File: src/rtl/gf_muls_2_masked_pipe_if.sv
// Operand/result bus for gf_muls_2_masked_pipe: valid/ready handshake on both sides.
// With GF_MULS_REFRESH_EN defined, the bus also carries rnd (fresh mask) and q_mask.
interface gf_muls_2_masked_pipe_if #(
  parameter int LANES = 4
);
  logic                 in_valid;
  logic                 in_ready;
  logic [3*LANES-1:0]   a;
  logic [3*LANES-1:0]   b;
  logic                 out_valid;
  logic                 out_ready;
  logic [2*LANES-1:0]   q;
  logic                 err;
`ifdef GF_MULS_REFRESH_EN
  logic [2*LANES-1:0]   rnd;
  logic [2*LANES-1:0]   q_mask;

  modport master (
    output in_valid, a, b, out_ready, rnd,
    input  in_ready, out_valid, q, err, q_mask
  );
  modport slave (
    input  in_valid, a, b, out_ready, rnd,
    output in_ready, out_valid, q, err, q_mask
  );
`else
  modport master (
    output in_valid, a, b, out_ready,
    input  in_ready, out_valid, q, err
  );
  modport slave (
    input  in_valid, a, b, out_ready,
    output in_ready, out_valid, q, err
  );
`endif
endinterface

File: src/rtl/gf_muls_2_masked_pipe.sv
// Two-stage pipelined GF(2^2) multiplier (normal basis [W^2, W]) over LANES lanes with a
// sticky operand-consistency flag. Optional output refresh is enabled by GF_MULS_REFRESH_EN.

// Per-lane datapath: AND layer feeding stage 1, XOR layer feeding stage 2.
module gf_muls_2_lane (
  input  logic [2:0] a_i,
  input  logic [2:0] b_i,
  input  logic [2:0] t_i,
  output logic [2:0] t_o,
  output logic [1:0] pq_o,
  output logic       bad_o
);
  assign t_o   = a_i & b_i;
  // XOR layer reads only registered AND terms so no glitch crosses between layers.
  assign pq_o  = {t_i[1] ^ t_i[2], t_i[0] ^ t_i[2]};
  assign bad_o = (a_i[2] != (a_i[1] ^ a_i[0])) | (b_i[2] != (b_i[1] ^ b_i[0]));
endmodule

module gf_muls_2_masked_pipe #(
  parameter int LANES = 4
) (
  input  logic                    clk,
  input  logic                    rst_n,
  gf_muls_2_masked_pipe_if.slave  bus
);
  localparam int STAGES = 2;

  logic [STAGES:1]               vld_q, vld_d;
  logic                          err_q, err_d;
  logic                          adv2, in_ready, acc;

  logic [LANES-1:0][2:0]         a_l, b_l;
  logic [LANES-1:0][2:0]         t_new;
  logic [LANES-1:0][2:0]         t_q, t_d;
  logic [LANES-1:0][1:0]         pq;
  logic [LANES-1:0][1:0]         s2_q, s2_d;
  logic [LANES-1:0]              bad;
  logic [LANES-1:0][1:0]         mask_in;

`ifdef GF_MULS_REFRESH_EN
  logic [LANES-1:0][1:0]         rnd1_q, rnd1_d;
  logic [LANES-1:0][1:0]         msk2_q, msk2_d;
`endif

  assign a_l = bus.a;
  assign b_l = bus.b;

  for (genvar k = 0; k < LANES; k++) begin : g_lane
    gf_muls_2_lane u_lane (
      .a_i   (a_l[k]),
      .b_i   (b_l[k]),
      .t_i   (t_q[k]),
      .t_o   (t_new[k]),
      .pq_o  (pq[k]),
      .bad_o (bad[k])
    );
  end

  // Handshake: in_ready must not depend on in_valid.
  always_comb begin
    adv2     = vld_q[1] & (~vld_q[2] | bus.out_ready);
    in_ready = ~vld_q[1] | adv2;
    acc      = bus.in_valid & in_ready;
    vld_d[1] = acc | (vld_q[1] & ~adv2);
    vld_d[2] = adv2 | (vld_q[2] & ~bus.out_ready);
    err_d    = err_q | (acc & (|bad));
  end

`ifdef GF_MULS_REFRESH_EN
  assign mask_in = rnd1_q;
`else
  assign mask_in = '0;
`endif

  always_comb begin
    t_d  = t_q;
    s2_d = s2_q;
    if (acc)  t_d  = t_new;
    if (adv2) s2_d = pq ^ mask_in;
  end

`ifdef GF_MULS_REFRESH_EN
  always_comb begin
    rnd1_d = rnd1_q;
    msk2_d = msk2_q;
    if (acc)  rnd1_d = bus.rnd;
    if (adv2) msk2_d = rnd1_q;
  end

  always_ff @(posedge clk) begin
    if (!rst_n) begin
      rnd1_q <= '0;
      msk2_q <= '0;
    end else begin
      rnd1_q <= rnd1_d;
      msk2_q <= msk2_d;
    end
  end

  assign bus.q_mask = msk2_q;
`endif

  always_ff @(posedge clk) begin
    if (!rst_n) begin
      vld_q <= '0;
      err_q <= 1'b0;
      t_q   <= '0;
      s2_q  <= '0;
    end else begin
      vld_q <= vld_d;
      err_q <= err_d;
      t_q   <= t_d;
      s2_q  <= s2_d;
    end
  end

  assign bus.in_ready  = in_ready;
  assign bus.out_valid = vld_q[2];
  assign bus.q         = s2_q;
  assign bus.err       = err_q;
endmodule

File: src/flat_wrapper.sv
// flat-port wrapper written by rule: the top's interface ports become plain ports
module gf_muls_2_masked_pipe_flat 
#(
  parameter int LANES = 4
)
  (clk, rst_n, bus_in_valid, bus_a, bus_b, bus_out_ready, bus_in_ready, bus_out_valid, bus_q, bus_err);
  gf_muls_2_masked_pipe_if #(.LANES(LANES)) bus_i ();
  input  logic clk;
  input  logic rst_n;
  input wire logic [$bits(bus_i.in_valid)-1:0] bus_in_valid;
  input wire logic [$bits(bus_i.a)-1:0] bus_a;
  input wire logic [$bits(bus_i.b)-1:0] bus_b;
  input wire logic [$bits(bus_i.out_ready)-1:0] bus_out_ready;
  output wire logic [$bits(bus_i.in_ready)-1:0] bus_in_ready;
  output wire logic [$bits(bus_i.out_valid)-1:0] bus_out_valid;
  output wire logic [$bits(bus_i.q)-1:0] bus_q;
  output wire logic [$bits(bus_i.err)-1:0] bus_err;
  assign bus_i.in_valid = bus_in_valid;
  assign bus_i.a = bus_a;
  assign bus_i.b = bus_b;
  assign bus_i.out_ready = bus_out_ready;
  assign bus_in_ready = bus_i.in_ready;
  assign bus_out_valid = bus_i.out_valid;
  assign bus_q = bus_i.q;
  assign bus_err = bus_i.err;
  gf_muls_2_masked_pipe #(.LANES(LANES)) u_core (.clk(clk), .rst_n(rst_n), .bus(bus_i));
endmodule
File: config.mk
export PLATFORM = sky130hd
export DESIGN_NAME = gf_muls_2_masked_pipe_flat
export DESIGN_NICKNAME = d
export VERILOG_FILES = /design/src/rtl/gf_muls_2_masked_pipe_if.sv /design/src/rtl/gf_muls_2_masked_pipe.sv /design/src/flat_wrapper.sv
export SDC_FILE = /design/constraint.sdc
export NUM_CORES = 1
export LEC_CHECK = 0
export CAP_MARGIN = 20
export CORE_MARGIN = 10
export CORE_UTILIZATION = 25
export DETAILED_ROUTE_END_ITERATION = 16
export RECOVER_POWER = 50
export SLEW_MARGIN = 20
export SYNTH_ARGS = -nofsm -noshare
export SYNTH_HDL_FRONTEND = slang
export SYNTH_HIERARCHICAL = 1
export SYNTH_SLANG_ARGS = --single-unit
File: constraint.sdc
create_clock -name clk -period 1.8 [get_ports clk]
set_input_delay 0.54 -clock clk [delete_from_list [all_inputs] [get_ports clk]]
set_output_delay 0.54 -clock clk [all_outputs]
set_load 0.1 [all_outputs]
==> out/metrics.cfg, run 1 <==
[clock_tree]
tritoncts = yes
worstSkewPairLatency_ps = 260
cts_root_buffer = clkbuf_8
cts_buffer_depth = 2
cts_hold_buf = 0
h-tree-depth = 1
clk_pin_slew_ps = 80
cts.sinks = 23
cts_made_buffers = 3

[timing]
finalHoldViolCount = 0
setup_tns_ps = 0
setup_ws_ps = 54.5
setup_viol = 0
period_share_pct = 97.0
worstMarginPinSlew_ps = 549
rsz0062_at_grt = false
relSlewSlack_pct = 63.5
fin_crit_ps = 1750
fmax_ghz = 0.573
slew_viol_final = 0
finalClockSkew_ps = 7.50

[logic_synthesis]
syn-mean-instance-area_um2 = 9.74
yosys_warnings = 6
synthCells = 133
synth_nets = 161
synthesis.area_um2 = 1290
ys_seq_elements = 23
synth_cell_types = 21
ys_seq_area_share_pct = 35.6

[grt]
grt_max_degree = 24
grt_usage_pct = 6.74
grt_pass1_vias = 985
antenna_found_initial = 0
overflow = 0
grt_pass1_wl_um = 4720

[layout]
drive_above_1_share_pct = 14.0
seqCellArea_um2 = 464
finalNetCount = 201
final_common_cell = nand2_1
diodes = 0
num-fill-cells = 550
multi_input_area_um2 = 776
most-common-layout-cells = 28 x nand2_1, 22 x dfxtp_1, 18 x clkdlybuf4s50_1
fin_util_pct = 35.7
fin_cells = 242
syn2layout_area_growth_pct = 39.9

[detailed_routing]
remaining_drc_errors = 0
wire_per_inst_um = 11.7
wl_um = 2840
vias_per_cell = 4.02
first_iter_violations = 31
drtAntennaViolNets = 0
dr.pass1.iters = 4
vias = 972

[floorplan]
io_pins = 39
die_area_um2 = 8460
core_area_um2 = 5070
die_h_um = 92.0
fp.dieW_um = 92.0
initial_core_util_pct = 25.5
num_rows = 26

[pwr]
total_power_mw = 1.16
powerDensity_nw_per_um2 = 642
p_leak_nw = 0.831
ir_drop_v = 0.000280

[run_status]
status = finished, final reports clean

[place]
pre_cts_slack_ps = -312
post-place-cells = 238
routabilityCongestion = 0.650
place_hpwl_um = 2270
numPortBuffers = 38

[hold_path]
whs_endpoint = u_core/t_q[1]$_SDFFE_PN0P_
holdPathStages = 2
hold_path_class = flop to flop
hold_start = u_core/t_q[1]$_SDFFE_PN0P_

[setup_path]
critical_path_class = input pin to flop
startpoint_type = input pin
timing.rr.start = u_core/vld_q[2]$_SDFF_PN0_
cp.arrival_ps = 1910
required_ps = 1970
endpoint_kind = flop
path_max_fanout = 2
reg2reg_depth = 5
startpoint = bus_b[5]
reg2reg_slack_ps = 560
worst_r2r_endpoint = u_core/t_q[4]$_SDFFE_PN0P_

[flow_run]
cap_violations = 0

==> synthesized netlist by cell type <==
library cell / instances / area [µm²]
o21ai_0: 8 / 40.0
nand2_1: 29 / 109
a21boi_1: 1 / 7.51
buf_12: 1 / 20.0
o41a_1: 1 / 11.3
buf_2: 6 / 30.0
mux2i_1: 12 / 120
or2b_1: 1 / 7.51
a21boi_4: 1 / 18.8
nand3_1: 8 / 40.0
nor2b_4: 1 / 13.8
a22o_1: 1 / 8.76
and2_1: 12 / 75.1
nor2b_1: 1 / 6.26
a21oi_1: 1 / 5.00
inv_1: 1 / 3.75
xor2_1: 8 / 70.1
a21boi_0: 8 / 60.1
buf_4: 1 / 7.51
xnor3_1: 8 / 180
dfxtp_1: 23 / 460
==> worst max path at each step <==
stage	endpoint	cells after the start
floorplan	bus_in_ready	3
CTS	u_core/bus.err$_SDFF_PN0_	5
finish	u_core/bus.err$_SDFF_PN0_	5
global placement	u_core/bus.err$_SDFF_PN0_	5
detailed placement	u_core/bus.err$_SDFF_PN0_	5
global route	u_core/bus.err$_SDFF_PN0_	5
==> state kept, by name (all words and copies together), names as in the netlist <==
signal,cells
u_core/bus.q,8
u_core/t_q,12
u_core/bus.err,1
u_core/vld_q,2
==> report_power, final <==
group	switching, mW	internal [mW]	total (mW)
Sequential	0.0157	0.529	0.545
Clock	0.162	0.154	0.316
Combinational	0.148	0.154	0.303
==> layer usage <==
metal	wire length (µm)	global-route usage, %
met2	1070	9.00
met1	1510	8.89
met5	0	0
met4	23	1.93
met3	237	3.91
==> worst max-delay path, stage by stage <==
cell and delay (ps):
clkdlybuf4s50_1 430, xnor3_1 280, nand2_1 60, o41a_1 410
a22o_1 190
==> stage by stage <==
step / area (µm²) / hold slack, ps
5_1_grt: 1810 / 513
4_1_cts: 1910 / 476
2_1_floorplan: 1300 / 446
6_report: 1810 / 472
3_5_place_dp: 1870 / 466
3_3_place_gp: 1870 / 455
==> kinds of logic after synthesis <==
group,count (synthesis),synth area share [%]
AND/OR/NAND/NOR,52,19.4
flip-flops,23,35.6
AO/OA/AOI/OAI,21,11.7
XOR/XNOR,16,19.3
multiplexers,12,9.28
buffers and inverters,9,4.73
==> timing repair <==
item	CTS	global route
setup endpoints to repair	2	1
setup buffers	0	0
pin swaps	5	2
hold endpoints to repair	0	0
gates resized for setup	5	3
==> final cells by class <==
type / count / share of cell area [%]
Multi-Input combinational cell: 101 / 42.8
Inverter: 1 / 0.207
Tap cell: 70 / 4.83
Clock buffer: 3 / 2.28
Clock inverter: 1 / 0.276
Timing Repair Buffer: 43 / 24.0
Sequential cell: 23 / 25.6
(Power assumes the default switching activity.)
==> run 2: changes to the inputs <==
CTS_CLUSTER_SIZE = 8   (was not set)
clock period = 2.15 ns   (was 1.8 ns; I/O delays follow)
==> out/metrics.cfg, run 2 (same netlist as run 1, synthesis figures left out) <==
[setup_path]
reg2reg_slack_ps = 920
startpoint_type = input pin
cp.arrival_ps = 2100
timing.rr.start = u_core/vld_q[2]$_SDFF_PN0_
endpoint_kind = flop
path_max_fanout = 2
critical_path_class = input pin to flop
startpoint = bus_a[4]
reg2reg_depth = 5
required_ps = 2310
worst_r2r_endpoint = u_core/t_q[7]$_SDFFE_PN0P_
critPathCapture = u_core/bus.err$_SDFF_PN0_

[flow_run]
cap_violations = 0

[timing]
setup_tns_ps = 0
rsz0062_at_grt = false
setup_viol = 0
worstMarginPinSlew_ps = 634
finalClockSkew_ps = 0.569
relSlewSlack_pct = 57.7
finalHoldViolCount = 0
period_share_pct = 90.1
fin_crit_ps = 1940
fmax_ghz = 0.516
slew_viol_final = 0

[clock_tree]
cts.sinks = 23
h-tree-depth = 1
worstSkewPairLatency_ps = 260
cts_buffer_depth = 2
tritoncts = yes
clk_pin_slew_ps = 80
cts_setup_buffers = 0
cts_root_buffer = clkbuf_8
cts_made_buffers = 3
cts_hold_buf = 0

[grt]
grt_use_met1_pct = 7.67
grt_pass1_wl_um = 4700
grt_pass1_vias = 1101
grt.busiest_layer = met2
antenna_found_initial = 0
globalRouteMet3Util_pct = 3.99
grt_max_degree = 37
grt_usage_pct = 6.75
globalRouteMet2Util_pct = 10.3
overflow = 0

[layout]
largest_register = u_core/t_q
finalNetCount = 200
num-fill-cells = 536
final_area_um2 = 1880
most-common-layout-cells = 28 x nand2_1, 25 x clkdlybuf4s50_1, 22 x dfxtp_1
largest_reg_flops = 12
fin_util_pct = 37.0
final_common_cell = nand2_1
diodes = 0
syn2layout_area_growth_pct = 44.9
drive_above_1_share_pct = 12.9

[pwr]
p_leak_nw = 0.816
ir_drop_v = 0.000222
powerDensity_nw_per_um2 = 525

[detailed_routing]
dr.pass1.iters = 4
wl_um = 2900
remaining_drc_errors = 0
drtAntennaViolNets = 0
first_iter_violations = 45
vias = 977
wire_per_inst_um = 12.0
vias_per_cell = 4.05

[place]
place_hpwl_um = 2330
numPortBuffers = 38
routabilityCongestion = 0.666
place_area_um2 = 1870

[floorplan]
die_area_um2 = 8460
num_rows = 26
fp.dieW_um = 92.0
core_area_um2 = 5070
initial_core_util_pct = 25.5
die_h_um = 92.0
io_pins = 39

[hold_path]
hold_path_class = flop to flop

[run_status]
status = finished, final reports clean

## run 2: what timing repair did
action | CTS | global route
endpoints found under the setup margin | 0 | 1
gates resized for setup | 0 | 1
hold endpoints to repair | 0 | 0
## run 2: how the worst min path moves through the flow
stage                               start                    endpoint  cells after the start
2_1_floorplan  u_core/t_q[0]$_SDFFE_PN0P_  u_core/t_q[0]$_SDFFE_PN0P_                      2
3_3_place_gp   u_core/t_q[7]$_SDFFE_PN0P_  u_core/t_q[7]$_SDFFE_PN0P_                      2
3_5_place_dp   u_core/t_q[3]$_SDFFE_PN0P_  u_core/t_q[3]$_SDFFE_PN0P_                      2
4_1_cts        u_core/t_q[3]$_SDFFE_PN0P_  u_core/t_q[3]$_SDFFE_PN0P_                      2
5_1_grt        u_core/t_q[3]$_SDFFE_PN0P_  u_core/t_q[3]$_SDFFE_PN0P_                      2
6_report       u_core/t_q[3]$_SDFFE_PN0P_  u_core/t_q[3]$_SDFFE_PN0P_                      2
## run 2: cell type report
type / count / area, µm² / area share (%)
Timing Repair Buffer: 42 / 503 / 26.8
Multi-Input combinational cell: 101 / 776 / 41.3
Clock buffer: 4 / 45.0 / 2.40
Tap cell: 70 / 87.6 / 4.67
Sequential cell: 23 / 462 / 24.6
Inverter: 1 / 3.75 / 0.200
## run 2: routing by layer
metal	vias to the layer above	share of wire, %	wire length [µm]
met2	33	41	1180
met5	-	0	0
met4	0	1.1	33
li1	517	-	-
met1	423	49	1410
met3	4	9.5	275
## run 2: power by group
group / internal, mW / switching (mW)
clock network: 0.132 / 0.131
registers: 0.444 / 0.0146
logic: 0.140 / 0.125
total: 0.716 / 0.270
## run 2: critical path: stages
cell	delay [ps]
clkdlybuf4s50_1	420
xnor3_1	380
nand2_1	60
o41a_1	410
a22o_1	190
## run 2: per-stage QoR
step | std cells | setup WS (ps) | power [mW] | hold slack [ps]
final | 241 | 213 | 0.986 | 470
after global routing | 241 | 174 | 1.04 | 496
after CTS | 241 | 3.51 | 1.01 | 475
after detailed placement | 237 | -74.4 | 0.747 | 464
after global placement | 237 | -35.6 | 0.743 | 457
after floorplan | 133 | 116 | 0.632 | 446
==> run 3: changes to the inputs <==
CORE_UTILIZATION = 50   (was 25)
PLACE_DENSITY = 0.84   (was not set)
==> out/metrics.cfg, run 3 (same netlist as run 1, synthesis figures left out) <==
[run_status]
status = finished, final reports clean

[layout]
drive_above_1_share_pct = 12.9
final_area_um2 = 1720
multi_input_area_um2 = 776
largest_reg_flops = 12
fin_util_pct = 69.5
seqCellArea_um2 = 462
most-common-layout-cells = 28 x nand2_1, 25 x clkdlybuf4s50_1, 22 x dfxtp_1
num-fill-cells = 213
finalNetCount = 200
syn2layout_area_growth_pct = 32.9
largest_register = u_core/t_q
final_common_cell = nand2_1
diodes = 0

[floorplan]
die_area_um2 = 5030
die_h_um = 70.9
initial_core_util_pct = 52.3
core_area_um2 = 2480
io_pins = 39
num_rows = 18
fp.dieW_um = 70.9

[timing]
fin_crit_ps = 1940
relSlewSlack_pct = 61.0
finalClockSkew_ps = 5.30
finalHoldViolCount = 0
worstMarginPinSlew_ps = 585
period_share_pct = 90.0
fin_hold_ws_ps = 482
setup_viol = 0
slew_viol_final = 0
fmax_ghz = 0.517
rsz0062_at_grt = false
setup_ws_ps = 214

[clock_tree]
worstSkewPairLatency_ps = 300
tritoncts = yes
cts_buffer_depth = 2
cts_made_buffers = 3
cts.sinks = 23
cts_root_buffer = clkbuf_4
clk_pin_slew_ps = 110
h-tree-depth = 1
cts_setup_buffers = 0

[setup_path]
startpoint_type = input pin
path_max_fanout = 2
cp_cell_sequence = dlygate4sd2_1 > nor2b_4 > nand2_2 > buf_12
critical_path_class = input pin to output port
slowest_delay_ps = 270
slowest_stage = dlygate4sd2_1
endpoint_kind = output port
required_ps = 1500
cp.arrival_ps = 1290

[grt]
antenna_found_initial = 0
grt_usage_pct = 11.7
grt_pass1_vias = 1103
overflow = 0
grt_max_degree = 36
grt_pass1_wl_um = 5060

[detailed_routing]
first_iter_violations = 57
vias = 1010
wl_um = 2840
remaining_drc_errors = 0
vias_per_cell = 5.02
dr.pass1.iters = 4
wire_per_inst_um = 14.1
drtAntennaViolNets = 0

[place]
numPortBuffers = 38
routabilityCongestion = 0.703
place_area_um2 = 1700
pre_cts_slack_ps = -80.9

[pwr]
powerDensity_nw_per_um2 = 522
p_leak_nw = 0.781
total_power_uw = 899
ir_drop_v = 0.000304

[flow_run]
cap_violations = 0

[hold_path]
hold_path_class = flop to flop

-- run 3: per-stage QoR --
step           cells  TNS [ps]
2_1_floorplan    133         0
6_report         201         0
5_1_grt          201         0
3_3_place_gp     197     -20.6
3_5_place_dp     197     -88.5
4_1_cts          201         0
-- run 3: worst paths after layout --
check	from	endpoint	depth (start not counted)	slack (ps)
worst max register to register	u_core/vld_q[2]$_SDFF_PN0_	u_core/t_q[0]$_SDFFE_PN0P_	5	900
worst min-delay path	u_core/t_q[4]$_SDFFE_PN0P_	u_core/t_q[4]$_SDFFE_PN0P_	2	480
worst max-delay path	bus_out_ready	bus_in_ready	4	210
worst min register to register	u_core/t_q[4]$_SDFFE_PN0P_	u_core/t_q[4]$_SDFFE_PN0P_	2	480
-- run 3: cell type report --
class / instances / share of cell area [%]
Multi-Input combinational cell: 101 / 45.1
Tap cell: 30 / 2.18
Timing Repair Buffer: 42 / 24.2
Clock buffer: 4 / 1.53
Sequential cell: 23 / 26.8
Inverter: 1 / 0.218
-- run 3: critical path, delay by kind of cell --
family	cells	cell delay [ps]
buffers and inverters	2	440
and+or+nand+nor	2	210
-- run 3: what timing repair did --
item,CTS,global route
resized for setup,1,0
hold buffers,0,0
setup endpoints to repair,1,0
-- run 3: metal layers --
layer | GRT usage [%] | routed length [µm] | vias to the layer above
met5 | 0 | 0 | -
met4 | 2.58 | 8 | 0
met3 | 5.02 | 262 | 2
met2 | 20.1 | 1400 | 31
met1 | 13.1 | 1160 | 456
li1 | - | - | 521
-- run 3: where the power goes --
| group | leakage (nW) | internal [mW] | total, mW | switching (mW) |
|---|---|---|---|---|
| clock network | 0.0150 | 0.0721 | 0.190 | 0.118 |
| registers | 0.188 | 0.444 | 0.456 | 0.0120 |
| logic | 0.578 | 0.129 | 0.253 | 0.124 |
